<file path="src/rtl/uart_tx_fifo_param.sv">
// Parametrised UART transmitter with an integrated transmit FIFO.
// The frame is: one start bit, then DATA_BITS data bits sent LSB first,
// then an optional parity bit, then STOP_BITS stop bits.
// When the FIFO still holds a word at the end of the stop period, the next
// frame starts straight away with no idle cycle between frames.
module uart_tx_fifo_param #(
    parameter int CLKS_PER_BIT = 16,
    parameter int DATA_BITS    = 8,
    parameter int PARITY_MODE  = 0,
    parameter int STOP_BITS    = 1,
    parameter int FIFO_DEPTH   = 8
) (
    input  logic                          clk,
    input  logic                          rst,
    input  logic                          wr_en,
    input  logic [DATA_BITS-1:0]          wr_data,
    input  logic                          clr_overflow,
    output logic                          tx,
    output logic                          busy,
    output logic                          full,
    output logic                          empty,
    output logic [$clog2(FIFO_DEPTH):0]   fifo_count,
    output logic                          overflow
);

    localparam int PTR_W  = $clog2(FIFO_DEPTH);
    localparam int CNT_W  = PTR_W + 1;
    localparam int BAUD_W = $clog2(CLKS_PER_BIT);
    localparam int BIT_W  = 4;

    // Parity mode 3 and above behaves the same as mode 0 (no parity bit).
    localparam bit PARITY_EN  = (PARITY_MODE == 1) || (PARITY_MODE == 2);
    localparam bit PARITY_ODD = (PARITY_MODE == 2);

    localparam logic [BAUD_W-1:0] BAUD_MAX  = BAUD_W'(CLKS_PER_BIT - 1);
    localparam logic [BIT_W-1:0]  LAST_DATA = BIT_W'(DATA_BITS - 1);
    localparam logic [BIT_W-1:0]  LAST_STOP = BIT_W'(STOP_BITS - 1);
    localparam logic [CNT_W-1:0]  FULL_CNT  = CNT_W'(FIFO_DEPTH);

    typedef enum logic [2:0] {IDLE, START, DATA, PARITY, STOP} state_t;

    logic [DATA_BITS-1:0] mem [FIFO_DEPTH];
    logic [PTR_W-1:0]     wr_ptr;
    logic [PTR_W-1:0]     rd_ptr;
    logic [CNT_W-1:0]     count_next;
    state_t               state;
    logic [BAUD_W-1:0]    baud_cnt;
    logic [BIT_W-1:0]     bit_cnt;
    logic [DATA_BITS-1:0] shift_reg;
    logic                 parity_bit;
    logic                 baud_wrap;
    logic                 push;
    logic                 pop;

    assign baud_wrap = (baud_cnt == BAUD_MAX);
    // A write is accepted only when the registered full flag is low, even if a pop happens on the same edge.
    assign push      = wr_en && !full;
    // A word is popped from IDLE, or on the last cycle of the final stop bit.
    assign pop       = !empty && ((state == IDLE) ||
                                  (state == STOP && baud_wrap && bit_cnt == LAST_STOP));

    // Storage array written on every accepted push.
    // NOTE: the storage array has no reset. The pointers and the count decide what
    // is valid, so contents left from before a reset are never read.
    always_ff @(posedge clk) begin
        if (push) mem[wr_ptr] <= wr_data;
    end

    // Next occupancy: a push together with a pop leaves the count unchanged.
    always_comb begin
        // NOTE: every path assigns count_next because of this default, so no latch is inferred.
        count_next = fifo_count;
        case ({push, pop})
            2'b10:   count_next = fifo_count + CNT_W'(1);
            2'b01:   count_next = fifo_count - CNT_W'(1);
            default: count_next = fifo_count;
        endcase
    end

    // Pointer, count and status flag registers.
    // NOTE: sequential state is assigned with <= only. Every register then samples
    // the values from before the edge, so the order of statements does not matter.
    always_ff @(posedge clk or posedge rst) begin
        if (rst) begin
            wr_ptr     <= '0;
            rd_ptr     <= '0;
            fifo_count <= '0;
            full       <= 1'b0;
            empty      <= 1'b1;
            overflow   <= 1'b0;
        end else begin
            if (push) wr_ptr <= wr_ptr + PTR_W'(1);
            if (pop)  rd_ptr <= rd_ptr + PTR_W'(1);
            fifo_count <= count_next;
            full       <= (count_next == FULL_CNT);
            empty      <= (count_next == '0);
            // A rejected write sets the flag; setting it takes priority over clearing it.
            if (wr_en && full)      overflow <= 1'b1;
            else if (clr_overflow)  overflow <= 1'b0;
        end
    end

    // Framing state machine. tx and busy are driven from registers.
    always_ff @(posedge clk or posedge rst) begin
        if (rst) begin
            state      <= IDLE;
            tx         <= 1'b1;
            busy       <= 1'b0;
            baud_cnt   <= '0;
            bit_cnt    <= '0;
            shift_reg  <= '0;
            parity_bit <= 1'b0;
        end else begin
            if (pop) begin
                state      <= START;
                tx         <= 1'b0;
                busy       <= 1'b1;
                baud_cnt   <= '0;
                bit_cnt    <= '0;
                shift_reg  <= mem[rd_ptr];
                parity_bit <= (^mem[rd_ptr]) ^ PARITY_ODD;
            end else begin
                case (state)
                    IDLE: begin
                        tx   <= 1'b1;
                        busy <= 1'b0;
                    end
                    START: begin
                        if (baud_wrap) begin
                            baud_cnt <= '0;
                            bit_cnt  <= '0;
                            state    <= DATA;
                            tx       <= shift_reg[0];
                        end else begin
                            baud_cnt <= baud_cnt + BAUD_W'(1);
                        end
                    end
                    DATA: begin
                        if (baud_wrap) begin
                            baud_cnt <= '0;
                            if (bit_cnt == LAST_DATA) begin
                                bit_cnt <= '0;
                                if (PARITY_EN) begin
                                    state <= PARITY;
                                    tx    <= parity_bit;
                                end else begin
                                    state <= STOP;
                                    tx    <= 1'b1;
                                end
                            end else begin
                                bit_cnt   <= bit_cnt + BIT_W'(1);
                                shift_reg <= {1'b0, shift_reg[DATA_BITS-1:1]};
                                tx        <= shift_reg[1];
                            end
                        end else begin
                            baud_cnt <= baud_cnt + BAUD_W'(1);
                        end
                    end
                    PARITY: begin
                        if (baud_wrap) begin
                            baud_cnt <= '0;
                            bit_cnt  <= '0;
                            state    <= STOP;
                            tx       <= 1'b1;
                        end else begin
                            baud_cnt <= baud_cnt + BAUD_W'(1);
                        end
                    end
                    STOP: begin
                        if (baud_wrap) begin
                            baud_cnt <= '0;
                            if (bit_cnt == LAST_STOP) begin
                                bit_cnt <= '0;
                                state   <= IDLE;
                                busy    <= 1'b0;
                                tx      <= 1'b1;
                            end else begin
                                bit_cnt <= bit_cnt + BIT_W'(1);
                            end
                        end else begin
                            baud_cnt <= baud_cnt + BAUD_W'(1);
                        end
                    end
                    default: begin
                        state <= IDLE;
                        tx    <= 1'b1;
                        busy  <= 1'b0;
                    end
                endcase
            end
        end
    end

endmodule

</file>
<file path="config.mk">
export PLATFORM = sky130hd
export DESIGN_NAME = uart_tx_fifo_param
export DESIGN_NICKNAME = d
export VERILOG_FILES = /design/src/rtl/uart_tx_fifo_param.sv
export SDC_FILE = /design/constraint.sdc
export NUM_CORES = 1
export LEC_CHECK = 0
export CORE_MARGIN = 3
export CORE_UTILIZATION = 60
export DETAILED_ROUTE_END_ITERATION = 12
export PLACE_DENSITY = 0.79
export SLEW_MARGIN = 0
export SYNTH_ARGS = -nofsm -noshare
export SYNTH_HDL_FRONTEND = slang
export SYNTH_SLANG_ARGS = --single-unit
</file>
<file path="constraint.sdc">
create_clock -name clk -period 3.6 [get_ports clk]
set_input_delay 0.36 -clock clk [delete_from_list [all_inputs] [get_ports clk]]
set_output_delay 0.36 -clock clk [all_outputs]
set_load 0.05 [all_outputs]
</file>
==> results.md <==
* Post-CTS Resized at 0
* DR WL/cell at 18.9 µm
* Crit-path max cell delay at 0.44 ns
* Post-layout min period at 3.08 ns
* Worst path required time at 3.88 ns
* Tcrit/Tclk final at 85.7%
* Ys flop type: edfxtp_1
* I/O Buffers at 20
* Worst hold slack at 0.421 ns
* YS warnings at 0
* Most used routing layer: met2
* Relative slew slack at 41.0%
* Vias at 2497
* Core ar. at 6910 µm²
* Unrepaired setup endpoints after global routing: false
* Synth Net Count at 305
* Initial antenna violation count at 0
* Clock transition at path regs at 0.10 ns
* Max H-tree Level at 3
* Post-synth top area share at 44.4%
* Max Freq at 324 MHz
* Outcome: completed
* Post-synth EDFFs at 64
* CP Cell Sequence: inv_1 -> ha_1 -> nor3b_2 -> a21boi_1 -> nor2_1 -> ha_1 -> xor2_1 -> ha_1 -> mux2_2 -> a2111o_1 -> a211oi_1
* Gr ovfl total at 0
* RD Place Congestion at 0.789
* DP Area at 4630 µm²
* Clock Tree Buf Depth at 2
* Post-cts hold buffer count at 0
* Post-Syn Instances at 285
* Initial Util at 62.7%
* Avg Synthesized Cell Area at 15.2 µm²
* Number of synthesized register bits at 98
* Die ar. at 8270 µm²
* Launch point of the worst path: bit_cnt[0]
* Critical Setup Path Class: register to register
* Ant diodes at 0
* Cell with the most instances after synthesis: edfxtp_1
* Row count at 30
* Met3 global-route usage at 5.47%
* Reg2Reg Setup Slack at 0.52 ns
* Max reg flops at 64
* CP startpoint kind: register
* Worst EP arrival at 3.36 ns
* Residual DRC count at 0
* Final core utilization at 69.9%
* Starting DRT DRC Count at 146
* Count of final setup violators at 0
* Crit path max-delay cell type: dfrtp_1
* Chip Width at 90.9 µm
* Setup TNS at 0 ns
* Clk_skew at 0.00635 ns
* Total track usage at 20.3%
* CP Capture Type: register
* Largest net degree at the start of global routing at 21
* Vias in the first global route at 2460
* P&R area growth vs syn at 11.5%
* Worst min path class: input port to asynchronous set/reset pin
* Worst-margin pin slew at 0.882 ns
* R2R Path Start: bit_cnt[0]
* Met2 Track Usage GR at 31.3%
* Async set-reset flop share out of synthesis at 34.7%
* Total wire length at 7760 µm
* Syn Std Cell Area at 4330 µm²
* Remaining antenna violation count at 0
* Cell taking the most area after synthesis: edfxtp_1
* Layout cells sized above 1 at 16.2%
* Number of CTS-inserted buffers at 9
* Finished Layout Cells at 410
* Top post-synthesis cells by area: edfxtp_1, dfrtp_1, mux4_2
* PwrDens at 841 nW/µm²
* Max-slew violations at 0
* CP Buf/Inv Count at 1
* IO Pins at 21
* Lkg Pwr at 1.75 nW
* Hold Vio Cnt, Final at 0
* Worst IR Drop VDD at 0.000599 V
* CP top delay family: compound AO/OA/AOI/OAI gates
* Post-DR vias/cell at 6.09
* Nets@finish at 329
* Met1 GRT Util at 29.5%
* First-pass GRT wire length at 12800 µm
* Fill count at 471
* Clk sinks at 98
* Setup Fix Bufs, Post-CTS at 0
* Seq/Total Area, Yosys at 64.1%
* Die Y-Extent at 90.9 µm
* Worst-Skew Late Latency at 0.37 ns
* CTS root buffer: clkbuf_8
* DP Cell Count at 394
* CP Max Fanout at 5
* Distinct cells, synth at 53
* Total iterations of the first detailed-routing run at 5
* Max_cap viols at 0
* Fin area at 4830 µm²
* Synth cell count leaders: edfxtp_1, dfrtp_1, mux4_2
* Final HPWL DP at 5260 µm
* CP most frequent cell: ha_1
* CTS tree: built
==> path summary, 6_finish.rpt <==
path,to,cells past startpoint
worst max-delay path,empty,11
worst min-delay path,bit_cnt[3],2
worst max register to register,empty,11
worst min register to register,wr_ptr[2],1
max in group asynchronous,rd_ptr[1],3
min in group clk,wr_ptr[2],1
==> metal layers <==
metal	vias to the layer above	part of all wire (%)
li1	1156	-
met2	66	49
met5	-	0
met1	1268	44
met4	0	0.77
met3	7	5.9
==> cells by family after synthesis <==
family	Yosys count	synth area share, %
flip-flops	98	64.1
AO/OA/AOI/OAI	38	6.88
adder cells (fa/ha/maj)	8	2.31
buffers and inverters	21	2.17
XOR/XNOR	9	1.82
multiplexers	34	12.6
AND/OR/NAND/NOR	77	10.1
==> final cells by class <==
class	count	area (µm²)	share of cell area (%)
Tap cell	96	120	2.49
Multi-Input combinational cell	166	1460	30.2
Sequential cell	98	2780	57.5
Clock inverter	7	73.8	1.53
Timing Repair Buffer	26	245	5.08
Clock buffer	9	124	2.57
Inverter	8	30.0	0.622
==> where the power goes <==
part	internal, mW	total, mW	switching (mW)	leakage [nW]
clock	0.275	0.693	0.417	0.101
sequential	1.50	1.80	0.301	1.00
combinational	0.734	1.56	0.830	0.649
==> metrics by stage <==
step,worst slack (ns),power (mW)
2_1_floorplan,0.480,2.96
3_3_place_gp,0.598,3.33
3_5_place_dp,0.514,3.39
4_1_cts,0.550,4.08
5_1_grt,0.352,4.32
6_report,0.517,4.06
==> worst register-to-register path: stages (launching register included) <==
cell and delay (ns):
dfrtp_1 0.44, inv_1 0.07, ha_1 0.16, nor3b_2 0.34, a21boi_1 0.14, nor2_1 0.22, ha_1 0.32, xor2_1 0.18
ha_1 0.24, mux2_2 0.28, a2111o_1 0.41, a211oi_1 0.21
==> cells in the final DEF, fill, tap and decap left out, types with 7 or more instances in the layout <==
cell	instances
inv_1	8
nor2_1	15
nand2_1	8
clkdlybuf4s50_1	20
mux2i_1	15
dfrtp_1	32
edfxtp_1	64
clkbuf_8	9
nand2b_1	9
nand3_1	7
nor3_1	13
mux4_2	16
ha_1	8
Power figures use the tool's default switching activity.
